===== config.mk =====
export PLATFORM = sky130hd
export DESIGN_NAME = board_win_scanner
export DESIGN_NICKNAME = d
export VERILOG_FILES = /design/src/rtl/board_win_scanner.sv
export SDC_FILE = /design/constraint.sdc
export NUM_CORES = 1
export LEC_CHECK = 0
export ABC_AREA = 1
export CAP_MARGIN = 20
export CORE_ASPECT_RATIO = 1.75
export CORE_MARGIN = 2
export CORE_UTILIZATION = 35
export CTS_CLUSTER_DIAMETER = 100
export DETAILED_ROUTE_END_ITERATION = 10
export GPL_TIMING_DRIVEN = 0
export PLACE_DENSITY_LB_ADDON = 0.2
export SLEW_MARGIN = 20
export SYNTH_ARGS = -nofsm -noshare
export SYNTH_HDL_FRONTEND = slang
export SYNTH_SLANG_ARGS = --single-unit

===== constraint.sdc =====
create_clock -name clk -period 1.5 [get_ports clk]
set_input_delay 0.225 -clock clk [delete_from_list [all_inputs] [get_ports clk]]
set_output_delay 0.225 -clock clk [all_outputs]
set_load 0.01 [all_outputs]

===== src/rtl/board_win_scanner.sv =====
// Scans the 3x3 game-state memory into a shadow board through its read port,
// then evaluates the 8 winning lines and the full-board condition.
module board_win_scanner #(
    parameter int READ_LAT = 1,
    parameter int ADDR_W   = 4,
    parameter int PW       = 2
) (
    input  logic              clk,
    input  logic              rst,
    input  logic              scan_req,
    output logic              rd_en,
    output logic [ADDR_W-1:0] rd_addr,
    input  logic [PW-1:0]     rd_data,
    output logic              busy,
    output logic              done,
    output logic              win,
    output logic [PW-1:0]     winner,
    output logic [2:0]        win_line,
    output logic              full
);

    typedef enum logic [2:0] {IDLE, READ, WAIT, EVAL, DONE} state_t;

    localparam int LINES [8][3] = '{
        '{0, 1, 2}, '{3, 4, 5}, '{6, 7, 8},
        '{0, 3, 6}, '{1, 4, 7}, '{2, 5, 8},
        '{0, 4, 8}, '{2, 4, 6}
    };

    state_t state, state_nxt;
    logic [3:0] cnt;

    logic [8:0][PW-1:0] shadow;
    logic               cap_vld;
    logic [ADDR_W-1:0]  cap_addr;

    logic               ev_win, ev_full;
    logic [PW-1:0]      ev_winner;
    logic [2:0]         ev_line;

    // Only codes 01 and 10 are players; 00 and the illegal 11 both count as empty.
    function automatic logic is_player(input logic [PW-1:0] c);
        return (c == PW'(1)) || (c == PW'(2));
    endfunction

    always_ff @(posedge clk or posedge rst) begin
        if (rst) begin
            state <= IDLE;
            cnt   <= '0;
        end else begin
            state <= state_nxt;
            if ((state == READ || state == WAIT) && state_nxt == state)
                cnt <= cnt + 4'd1;
            else
                cnt <= '0;
        end
    end

    always_comb begin
        state_nxt = state;
        case (state)
            IDLE: if (scan_req) state_nxt = READ;
            READ: if (cnt == 4'd8) state_nxt = (READ_LAT == 0) ? EVAL : WAIT;
            WAIT: if (cnt == 4'(READ_LAT - 1)) state_nxt = EVAL;
            EVAL: state_nxt = DONE;
            DONE: state_nxt = IDLE;
            default: state_nxt = IDLE;
        endcase
    end

    assign rd_en   = (state == READ);
    assign rd_addr = rd_en ? ADDR_W'(cnt) : '0;
    assign busy    = (state != IDLE);
    assign done    = (state == DONE);

    // Delay the issued address by the memory latency so each returning word
    // lands in the cell it was read from.
    generate
        if (READ_LAT == 0) begin : g_nolat
            assign cap_vld  = rd_en;
            assign cap_addr = rd_addr;
        end else begin : g_pipe
            logic [READ_LAT-1:0]             vld_pipe;
            logic [READ_LAT-1:0][ADDR_W-1:0] addr_pipe;
            always_ff @(posedge clk or posedge rst) begin
                if (rst) begin
                    vld_pipe  <= '0;
                    addr_pipe <= '0;
                end else begin
                    vld_pipe[0]  <= rd_en;
                    addr_pipe[0] <= rd_addr;
                    for (int i = 1; i < READ_LAT; i++) begin
                        vld_pipe[i]  <= vld_pipe[i-1];
                        addr_pipe[i] <= addr_pipe[i-1];
                    end
                end
            end
            assign cap_vld  = vld_pipe[READ_LAT-1];
            assign cap_addr = addr_pipe[READ_LAT-1];
        end
    endgenerate

    always_ff @(posedge clk or posedge rst) begin
        if (rst)
            shadow <= '0;
        else if (cap_vld && cap_addr < ADDR_W'(9))
            shadow[cap_addr] <= rd_data;
    end

    // Scan from the highest line down so the lowest winning index is the one kept.
    always_comb begin
        ev_win    = 1'b0;
        ev_winner = '0;
        ev_line   = '0;
        ev_full   = 1'b1;
        for (int i = 7; i >= 0; i--) begin
            if (is_player(shadow[LINES[i][0]]) &&
                shadow[LINES[i][0]] == shadow[LINES[i][1]] &&
                shadow[LINES[i][1]] == shadow[LINES[i][2]]) begin
                ev_win    = 1'b1;
                ev_winner = shadow[LINES[i][0]];
                ev_line   = 3'(i);
            end
        end
        for (int k = 0; k < 9; k++)
            if (!is_player(shadow[k])) ev_full = 1'b0;
    end

    always_ff @(posedge clk or posedge rst) begin
        if (rst) begin
            win      <= 1'b0;
            winner   <= '0;
            win_line <= '0;
            full     <= 1'b0;
        end else if (state == EVAL) begin
            win      <= ev_win;
            winner   <= ev_winner;
            win_line <= ev_line;
            full     <= ev_full;
        end
    end

endmodule


Word-level counts from Yosys, hierarchy flattened
Index checks and enable logic that the tools add are counted.
{"block": "classes", "addsub": 1, "eq_ne": 40, "magnitude_cmp": 3, "mux": 42, "n_reduce_logical": 32}
{"op": "$mux W3", "n": 11}
{"op": "$eq A2 B2 Y1", "n": 16}
{"op": "$logic_and A1 B1 Y1", "n": 19}
{"op": "$bwmux W18", "n": 1}
{"op": "$eq A2 B1 Y1 const B", "n": 9}
{"op": "$eq A2 B2 Y1 const B", "n": 9}
{"op": "$mux W2", "n": 9}
{"op": "$mux W1", "n": 17}
{"op": "$pmux W3 S4", "n": 1}
{"op": "$logic_or A1 B1 Y1", "n": 10}
{"op": "$demux W2 S4", "n": 1}
{"op": "$mux W4", "n": 2}
{"op": "$eq A3 B2 Y1 const B", "n": 2}
{"op": "$lt A4 B5 Y1 const B", "n": 1}
{"op": "$add A4 B1 Y4 const B", "n": 1}
{"op": "$eq A4 B4 Y1 const B", "n": 1}
{"op": "$ge A4 B1 Y1 const B", "n": 1}
{"op": "$logic_not A4 Y1", "n": 1}
{"op": "$lt A4 B4 Y1 const B", "n": 1}
{"op": "$eq A3 B1 Y1 const B", "n": 1}
{"op": "$eq A3 B3 Y1", "n": 1}
{"op": "$eq A3 B3 Y1 const B", "n": 1}
{"op": "$logic_not A3 Y1", "n": 1}
{"op": "$reduce_bool A3 Y1", "n": 1}
{"block": "word_totals", "out_inout_bits": 14, "reg_bits": 37}

Depth between registers and ports, before layout
Gate-level depths: netlist of run 1.
{"block": "depth", "ltp_word": 12, "ltp_mapped": 16}

Least setup slack after synthesis of run 1
No wires, ideal clock.
{"block": "synth_timing", "path_kind": "register -> register", "startpoint": "reg shadow[9] (netlist name)", "endpoint": "reg winner[0]", "path_stages_with_launch": 15, "setup_slack_ps": 50, "setup_time_ps": 73, "arrival_time_ps": 1377, "cell_sequence": "dfrtp_1 -> buf_4 -> inv_2 -> nand2_1 -> o22ai_2 -> nand2_2 -> clkinv_1 -> nand2_1 -> nand2_1 -> nand2_1 -> nand2_1 -> nand2_1 -> nand2_1 -> nand2_1 -> a21oi_2"}
{"block": "synth_between", "elab_chain_cells": 11, "elab_cells_between_ends": 24}
{"element": "start, declared", "line": "33", "rtl": "logic [8:0][PW-1:0] shadow;"}
{"element": "start signal, assigned by index", "line": "107", "rtl": "shadow[cap_addr] <= rd_data;"}
{"element": "$eq A2 B2 Y1", "line": "118", "rtl": "shadow[LINES[i][0]] == shadow[LINES[i][1]] &&"}
{"element": "$logic_and A1 B1 Y1", "line": "117", "rtl": "if (is_player(shadow[LINES[i][0]]) &&"}
{"element": "$logic_and A1 B1 Y1", "line": "118"}
{"element": "$mux W2 (6 in a row)", "line": "117"}
{"element": "$mux W2 (*) (2 in a row)", "line": "117"}
{"element": "end signal, assigned", "line": "137", "rtl": "winner <= ev_winner;"}
{"element": "end, declared", "line": "17", "rtl": "output logic [PW-1:0] winner,"}
Mark *: on every way between the ends. The rest lies on a longest branch, timed or not.
A chain may end at the register's enable or synchronous reset.

Worst setup path after layout of run 1
{"block": "layout_timing", "startpoint": "reg shadow[8] (netlist name)", "endpoint": "reg winner[1]"}
The elaborated chain is that of the path after synthesis.

==> summary.txt, run 1 <==
Layout
  – Design Area, Final: 0.00299 sq mm
  – Ant diodes: 0
  – Multi-input gate area: approximately 0.0012 sq mm
  – FF+latch area: approximately 930 sq um
  – Nets: 350
  – Layout Cells excl Fill: 422
  – # fillers: 576
  – Synthesis-to-layout area growth: 41.7%
  – Share of cells above drive strength 1: 0.358

Placed design
  – Post-DP HPWL: 3940 um
  – Placed cell areas: 0.00241 sq mm
  – IO buf count: 18
  – Placed cell count: 383
  – Final Wtd Congestion: 0.850

Clock tree
  – Root Buffer: clkbuf_8
  – CTS max path bufs: 2
  – Total CTS buffers: 5
  – Htree depth: 2
  – Sink Count: 37
  – Clock-pin slew on the worst setup and hold paths: 0.08 ns
  – CTS tree: built
  – Clk Latency, worst-skew pair: 0.29 ns

Worst hold path
  – Worst hold path class: primary input to asynchronous set/reset pin

Timing
  – Final setup violation count: 6
  – FMAX: 0.608 GHz
  – Minimum clock period: 1.64 ns
  – Slew @ Worst Pin: 0.298 ns
  – Final Cycle Share: 1.10
  – Final Hold Vio Count: 0
  – Worst setup margin: -0.144 ns
  – Max_slew headroom: 0.801
  – RSZ-0062 raised after global routing: true
  – Final setup TNS: -0.431 ns
  – Skew final: 0.00715 ns
  – Final hold slack: roughly 0.13 ns
  – Final Max Slew Viols: 0

Synth
  – Synthesized area per cell: 7.37 sq um
  – Netlist cell types: 34
  – Yosys reg bits: 37
  – Syn_nets: a little under 300
  – Post-synth design cell area: 0.00211 sq mm
  – Synth area leader: dfrtp_1
  – Cells after Synth: 286
  – Synth top area share: 0.439
  – Area contributors post-synth: dfrtp_1 44%, nand2_1 14%, inv_1 7.1%, nor2_1 6.2%, o21ai_0 5.5%
  – Sequential area share after synthesis: 0.439
  – Syn. warnings: 0

Global route
  – Vias in the first global route: 2015
  – Total congestion overflow: 0
  – Largest net degree at the start of global routing: 33
  – All-layer global routing usage: 0.176
  – First-pass GRT wire length: 9070 um
  – Initial antenna violation count: 0

Pwr
  – P_leak: 1.43 nW
  – Comb power frac: 0.555
  – Pwr dens: 2140 mW/mm^2
  – Max IR drop VDD: 1230 uV
  – Internal: 3.54 mW
  – Switching power: 2.85 mW
  – Reg power frac: 0.299
  – Sw Share: 0.446
  – Clock power frac: 0.146
  – Pwr Total: about 6.4 mW

Floorplanning
  – Full die area: 0.00669 sq mm
  – I/O pins: 19
  – Die Ht: 107 um
  – Core footprint: a little under 0.006 sq mm
  – Initial core utilization: 0.361
  – # rows: 37
  – Die width: 62.7 um

Run
  – # Max-Cap Violations: 0

Route
  – Iter 0 DRT Violations: 41
  – Detailed-route via count: 1987
  – Post-route DRC: 0
  – Vias per cell: between 4 and 5
  – Detailed Route WL: 5730 um
  – Antenna-violating nets left: 0
  – Wire per inst: 13.6 um
  – Detailed Routing Iterations Pass 1: 4

Critical path
  – CP endpoint kind: flop
  – Worst Reg-to-Reg Cells: 10
  – Required arrival time at the worst endpoint: between 1.5 and 2 ns
  – Crit path max fanout: 6
  – R2r startpoint: shadow[8]
  – Crit start category: flop
  – Flop2flop setup slack: -0.14 ns
  – Kind of critical path: flop to flop
  – Worst Path Arrival: 1.83 ns
  – Crit Reg-Reg Endpoint: winner[1]

Status
  – Status: complete, but fails checks
  – Violated checks: negative setup slack
power groups by stage:
stage	clock network [mW]	registers [mW]	logic, mW
after floorplan	0	1.79	1.75
after global placement	0	1.84	2.45
after detailed placement	0	1.85	2.49
after CTS	0.947	1.86	3.00
after global routing	1.00	1.98	3.94
final	0.931	1.91	3.55
area by class of cell:
cell class | instances | share of cell area
Multi-Input combinational cell | 199 | 0.396
Sequential cell | 37 | 0.312
Timing Repair Buffer | 50 | 0.149
Inverter | 49 | 0.0658
Tap cell | 78 | 0.0327
Clock buffer | 6 | 0.0276
Clock inverter | 2 | 0.0126
Buffer | 1 | 0.00377
synth_stat cells (all sizes together):
library cell,n
nand2,83
inv,48
nor2,41
dfrtp,37
o21ai,24
nand3,11
a21oi,7
nor3,4
a31oi,3
nand4,3
o22ai,3
or2,3
xor2,3
ha,2
nand3b,2
nor4,2
o221ai,2
o31ai,2
xnor2,2
buf,1
clkinv,1
nor3b,1
o41ai,1
stage by stage:
stage                     utilization  setup WS [ns]
after floorplan                     -         0.0504
after global placement          0.409         -0.449
after detailed placement        0.412         -0.279
after CTS                       0.472         -0.158
after global routing            0.512         -0.258
final                           0.512         -0.144
worst max path at each step:
stage	start	end	slack (ns)	depth (start not counted)
CTS	state[1]	rd_addr[3]	-0.16	4
finish	shadow[8]	winner[1]	-0.14	10
global placement	rst	shadow[10]	-0.45	2
global route	shadow[16]	winner[0]	-0.26	13
floorplan	shadow[9]	winner[0]	0.05	14
detailed placement	state[2]	rd_addr[3]	-0.28	4
routing by layer:
layer  GRT usage  share of wire  vias up  wire [um]
met5           0              0        -          0
met1       0.164           0.35      929       2020
li1            -              -     1011          -
met4       0.105          0.028        0        161
met3      0.0241          0.018       12        101
met2       0.351           0.60       35       3450
kinds of logic (layout without fill, tap and decap cells):
logic type | count (synthesis) | after routing | synth area share
buffers and inverters | 50 | 108 | 0.0908
xor gates and xnor gates | 5 | 5 | 0.0208
adders and majority gates | 2 | 2 | 0.0119
and+or+nand+nor | 150 | 150 | 0.322
AOI/OAI and AO/OA | 42 | 42 | 0.116
DFF | 37 | 37 | 0.439
state kept, by name, indices dropped and copies added, names as in the netlist:
register / cells
shadow: 18
state: 3
cnt: 4
winner: 2
full: 1
cap_vld: 1
win: 1
win_line: 3
cap_addr: 4
cells in the final DEF, fill, tap and decap left out, types with 2 or more instances in the layout:
cell / count
a21oi_1: 2
inv_4: 3
nor2_1: 23
inv_1: 29
nand2_1: 68
nand2_2: 13
o221ai_1: 2
nand4_1: 2
dfrtp_1: 32
ha_1: 2
nor3_4: 2
buf_6: 11
dfrtp_2: 5
nand2_4: 2
clkbuf_2: 3
nor2_4: 14
nor2_2: 4
nand3_1: 11
o22ai_1: 2
xnor2_1: 2
clkdlybuf4s50_1: 11
inv_2: 16
a21oi_2: 5
o21ai_0: 21
xor2_1: 2
buf_4: 25
or2_2: 2
clkbuf_8: 6
o21ai_1: 3
a31oi_1: 3
worst max-delay path, cell delays in order (launching register included):
cell and delay, ns:
dfrtp_2 0.49, inv_4 0.12, nand2_2 0.06, a21oi_2 0.21, nand2_4 0.12, nand3b_4 0.10
nand2_2 0.06, a21oi_2 0.11, nand2_1 0.08, a21oi_2 0.14, nor2_1 0.05
what timing repair did:
item / CTS / global route
endpoints found under the setup margin: 14 / 20
hold buffers: 0 / 0
setup buffers: 18 / 14
resized for setup: 56 / 52
pin swaps: 13 / 21
Note: power is estimated with default switching activity, not from simulation.
==> run 2: changes to the inputs <==
--- a/config.mk
+++ b/config.mk
@@ -7,7 +7,7 @@
 export LEC_CHECK = 0
 export ABC_AREA = 1
 export CAP_MARGIN = 20
-export CORE_ASPECT_RATIO = 1.75
+export CORE_ASPECT_RATIO = 2
 export CORE_MARGIN = 2
 export CORE_UTILIZATION = 35
 export CTS_CLUSTER_DIAMETER = 100
==> constraint.sdc (replaced) <==
create_clock -name clk -period 1.75 [get_ports clk]
set_input_delay 0.2625 -clock clk [delete_from_list [all_inputs] [get_ports clk]]
set_output_delay 0.2625 -clock clk [all_outputs]
set_load 0.01 [all_outputs]
==> summary.txt, run 2 (synthesis results as in run 1) <==
Critical path
  – Worst-path cell chain: nor2_2 -> nand2_2 -> nor2_1 -> dlygate4sd2_1
  – Crit start category: flop
  – CP endpoint kind: output pin
  – Setup crit end: rd_addr[0]
  – Worst Reg-to-Reg Cells: 9
  – Kind of critical path: flop to output pin
  – CP peak stage delay: 0.40 ns
  – Crit path max fanout: 6
  – Worst Path Arrival: 1.37 ns
  – R2r startpoint: shadow[2]
  – Critical path startpoint: state[2]
  – Slowest-stage cell, CP: dfrtp_1
  – Required arrival time at the worst endpoint: 1.49 ns
  – Flop2flop setup slack: 0.14 ns
  – Crit Reg-Reg Endpoint: winner[1]

Floorplanning
  – Initial core utilization: 0.357
  – Full die area: 0.00670 sq mm
  – # rows: 40
  – I/O pins: 19
  – Die width: 58.9 um
  – Core footprint: between 0.005 and 0.006 sq mm
  – Die Ht: 114 um

Global route
  – Total congestion overflow: 0
  – All-layer global routing usage: 0.160
  – Vias in the first global route: 1800
  – Largest net degree at the start of global routing: 34
  – Initial antenna violation count: 0
  – First-pass GRT wire length: just over 8000 um

Layout
  – Max FFs per register: 18
  – Nets: 327
  – Share of cells above drive strength 1: 0.203
  – Layout Cells excl Fill: 383
  – Largest Register: shadow
  – # fillers: 622
  – Synthesis-to-layout area growth: 26.4%
  – Ant diodes: 0
  – Commonest non-fill, non-tap cell in the layout: nand2_1
  – Design Area, Final: 0.00267 sq mm
  – Finished Core Util: 0.451
  – Most frequent cells in the layout: 77 x nand2_1, 37 x inv_1, 33 x dfrtp_1

Timing
  – Final Max Slew Viols: 0
  – Minimum clock period: around 1.6 ns
  – Final Cycle Share: 0.933
  – Final setup violation count: 0
  – RSZ-0062 raised after global routing: true
  – Slew @ Worst Pin: 0.418 ns
  – Final Hold Vio Count: 0
  – FMAX: 0.613 GHz
  – Skew final: 0.00331 ns
  – Max_slew headroom: 0.719

Clock tree
  – Htree depth: 2
  – Clock-pin slew on the worst setup and hold paths: 0.05 ns
  – Clk Latency, worst-skew pair: 0.28 ns
  – CTS max path bufs: 2
  – Sink Count: 37
  – CTS tree: built
  – Total CTS buffers: 5
  – Root Buffer: clkbuf_16

Pwr
  – P_leak: 1.33 nW
  – Max IR drop VDD: 744 uV
  – Pwr dens: 1770 mW/mm^2

Status
  – Status: complete, but fails checks
  – Violated checks: design-rule violations

Placed design
  – Placed cell count: 368
  – Placed cell areas: 0.00239 sq mm
  – Final Wtd Congestion: 0.863
  – Post-DP HPWL: around 3600 um
  – IO buf count: 18

Route
  – Detailed Route WL: 4730 um
  – Detailed Routing Iterations Pass 1: 7
  – Detailed-route via count: ~1900
  – Vias per cell: between 4 and 5
  – Post-route DRC: 2
  – Wire per inst: approximately 12 um
  – Iter 0 DRT Violations: between 60 and 70
  – Antenna-violating nets left: 0

Run
  – # Max-Cap Violations: 0

Worst hold path
  – Worst hold path class: primary input to asynchronous set/reset pin
## run 2: metal layers
layer	GRT usage	vias to the layer above	share of wire	wire [um]
met4	0.0803	0	0.026	123
met1	0.200	861	0.44	2100
met3	0.0317	9	0.028	131
met2	0.256	23	0.50	2370
met5	0	-	0	0
li1	-	968	-	-
## run 2: critical path: cells and delay by family, from the launching register on
kind,cells,cell delay [ns]
buf+inv,1,0.29
flops,1,0.40
simple gates,3,0.42
## run 2: final cells by class
type                    instances  area [sq um]  area share
well taps                      63          78.8      0.0296
plain buffers                   1          11.3     0.00423
repair buffers                 27           259      0.0972
clock buffers                   6           129      0.0484
multi-input cells             199          1060       0.398
inverters                      49           186      0.0700
clock inverters                 1          8.76     0.00329
flip-flops and latches         37           931       0.349
## run 2: power breakdown
group / total [mW] / switching (mW) / internal, mW
logic: 2.24 / 1.33 / 0.906
clock network: 0.858 / 0.336 / 0.522
registers: 1.63 / 0.391 / 1.24
## run 2: worst min-delay path by stage
stage	to	depth (start not counted)	slack [ns]	from
final	cnt[3]	2	0.18	rst
after global routing	cnt[3]	2	0.20	rst
after CTS	cnt[3]	2	0.19	rst
after detailed placement	win_line[1]	2	0.47	win_line[1]
after global placement	win_line[2]	2	0.47	win_line[2]
after floorplan	shadow[10]	2	0.38	rd_data[0]
## run 2: what timing repair did
item,4_1_cts,5_1_grt
setup endpoints to repair,6,7
gates resized for setup,7,28
buffers inserted,2,6
pin swaps,1,5
hold buffers,0,0
cloned,0,0
## run 2: through the flow
stage	hold WS (ns)	TNS, ns	total power [mW]	setup slack [ns]
floorplan	0.383	0	3.03	0.300
global placement	0.466	-7.31	3.65	-0.199
detailed placement	0.472	0	3.69	0.00342
CTS	0.186	0	4.54	0.00748
global route	0.198	-0.00975	5.14	-0.00975
finish	0.181	0	4.72	0.118
==> run 3: changes to the inputs <==
--- a/config.mk
+++ b/config.mk
@@ -7,14 +7,12 @@
 export LEC_CHECK = 0
 export ABC_AREA = 1
 export CAP_MARGIN = 20
-export CORE_ASPECT_RATIO = 2
+export CORE_ASPECT_RATIO = 0.6
 export CORE_MARGIN = 2
 export CORE_UTILIZATION = 35
 export CTS_CLUSTER_DIAMETER = 100
 export DETAILED_ROUTE_END_ITERATION = 10
 export GPL_TIMING_DRIVEN = 0
-export PLACE_DENSITY_LB_ADDON = 0.2
-export SLEW_MARGIN = 20
 export SYNTH_ARGS = -nofsm -noshare
 export SYNTH_HDL_FRONTEND = slang
 export SYNTH_SLANG_ARGS = --single-unit
==> summary.txt, run 3 (synthesis results as in run 1) <==
Timing
  – Skew final: 0.00661 ns
  – Final Cycle Share: 0.981
  – Final Max Slew Viols: 0
  – Slew @ Worst Pin: around 0.76 ns
  – Max_slew headroom: 0.490
  – RSZ-0062 raised after global routing: true
  – Final setup TNS: 0 ns
  – Worst setup margin: 0.0332 ns
  – Final setup violation count: 0
  – Final Hold Vio Count: 0
  – FMAX: 0.582 GHz
  – Minimum clock period: 1.72 ns

Floorplanning
  – I/O pins: 19
  – Die width: around 100 um
  – Core footprint: 0.00570 sq mm
  – Initial core utilization: 0.370
  – Full die area: 0.00668 sq mm
  – # rows: 21
  – Die Ht: around 64 um

Clock tree
  – Htree depth: 2
  – Cts hold-fix bufs: 0
  – Clk Latency, worst-skew pair: 0.29 ns
  – CTS tree: built
  – Root Buffer: clkbuf_8
  – Clock-pin slew on the worst setup and hold paths: 0.08 ns
  – CTS max path bufs: 2
  – Sink Count: 37
  – Total CTS buffers: 5

Layout
  – Commonest non-fill, non-tap cell in the layout: nand2_1
  – Ant diodes: 0
  – Max FFs per register: 18
  – Most frequent cells in the layout: 75 x nand2_1, 37 x inv_1, 33 x dfrtp_1
  – Finished Core Util: 0.473
  – Nets: 330
  – Design Area, Final: 0.00270 sq mm
  – Share of cells above drive strength 1: 0.225
  – Synthesis-to-layout area growth: 28.0%
  – Largest Register: shadow

Global route
  – Total congestion overflow: 0
  – First-pass GRT wire length: ~8300 um
  – All-layer global routing usage: 0.161
  – Initial antenna violation count: 0
  – Vias in the first global route: ~1700
  – Largest net degree at the start of global routing: 38

Critical path
  – Required arrival time at the worst endpoint: 1.93 ns
  – Crit start category: flop
  – Kind of critical path: flop to flop
  – Worst Path Arrival: 1.90 ns
  – Slowest-stage cell, CP: dfrtp_1
  – Crit path max fanout: 7
  – CP peak stage delay: ~0.38 ns
  – CP endpoint kind: flop
  – Worst-path cell chain: buf_6 -> inv_4 -> nand2_1 -> o22ai_2 -> nand2_2 -> nand3b_4 -> nand2_2 -> buf_4 -> a21oi_2 -> nand2_1 -> a21oi_2 -> nor2_1

Route
  – Antenna-violating nets left: 0
  – Detailed-route via count: 1879
  – Post-route DRC: 0
  – Iter 0 DRT Violations: 61
  – Detailed Routing Iterations Pass 1: 4
  – Detailed Route WL: 5090 um
  – Vias per cell: 4.65
  – Wire per inst: 12.6 um

Pwr
  – Max IR drop VDD: 740 uV
  – P_leak: 1.30 nW
  – Pwr dens: 1780 mW/mm^2

Worst hold path
  – Worst hold path class: primary input to asynchronous set/reset pin

Placed design
  – Final Wtd Congestion: 0.923
  – Post-DP HPWL: 3790 um
  – Placement Setup Slack: -0.0245 ns
  – Placed cell areas: roughly 0.0024 sq mm
  – IO buf count: 18

Run
  – # Max-Cap Violations: 0

Status
  – Status: completed
==> run 3: timing repair <==
action,in CTS,in global routing
buffers inserted,2,10
setup endpoints to repair,5,14
pin swaps,1,11
gates resized for setup,8,36
==> run 3: worst paths after layout <==
check / from / end / slack (ns) / depth (start not counted)
worst max-delay path: shadow[9] / winner[1] / 0.03 / 12
worst min-delay path: rst / shadow[14] / 0.43 / 2
worst max register to register: shadow[9] / winner[1] / 0.03 / 12
worst min register to register: cnt[0] / cnt[0] / 0.49 / 1
max in group asynchronous: rst / shadow[5] / 0.78 / 2
min in group clk: cnt[0] / cnt[0] / 0.49 / 1
==> run 3: cell type report <==
type / instances / area (sq um)
Fill cell: 596 / 3000
Multi-Input combinational cell: 199 / 1080
Sequential cell: 37 / 931
Timing Repair Buffer: 30 / 269
Inverter: 49 / 191
Tap cell: 80 / 100
Clock buffer: 6 / 72.6
Clock inverter: 2 / 38.8
Buffer: 1 / 11.3
==> run 3: critical path: cells and delay by family, from the launching register on <==
kind | cells | cell delay (ns)
AOI/OAI and AO/OA | 3 | 0.40
buffers and inverters | 3 | 0.33
DFF | 1 | 0.38
and+or+nand+nor | 6 | 0.48
==> run 3: report_power, final <==
group	switching (mW)	internal, mW	leakage [nW]
sequential	0.398	1.24	0.459
clock	0.321	0.428	0.0554
combinational	1.45	0.980	0.784
==> run 3: metal layers <==
layer | vias up | GRT usage | share of wire
met5 | - | 0 | 0
met4 | 0 | 0.0372 | 0.0071
met3 | 6 | 0.0531 | 0.067
met2 | 35 | 0.197 | 0.35
met1 | 860 | 0.260 | 0.57
li1 | 978 | - | -
==> run 3: metrics by stage <==
step	hold WS (ns)	std cells	power [mW]
2_1_floorplan	0.383	286	3.03
3_3_place_gp	0.475	384	3.69
3_5_place_dp	0.476	384	3.71
4_1_cts	0.466	394	4.46
5_1_grt	0.517	404	5.27
6_report	0.431	404	4.82
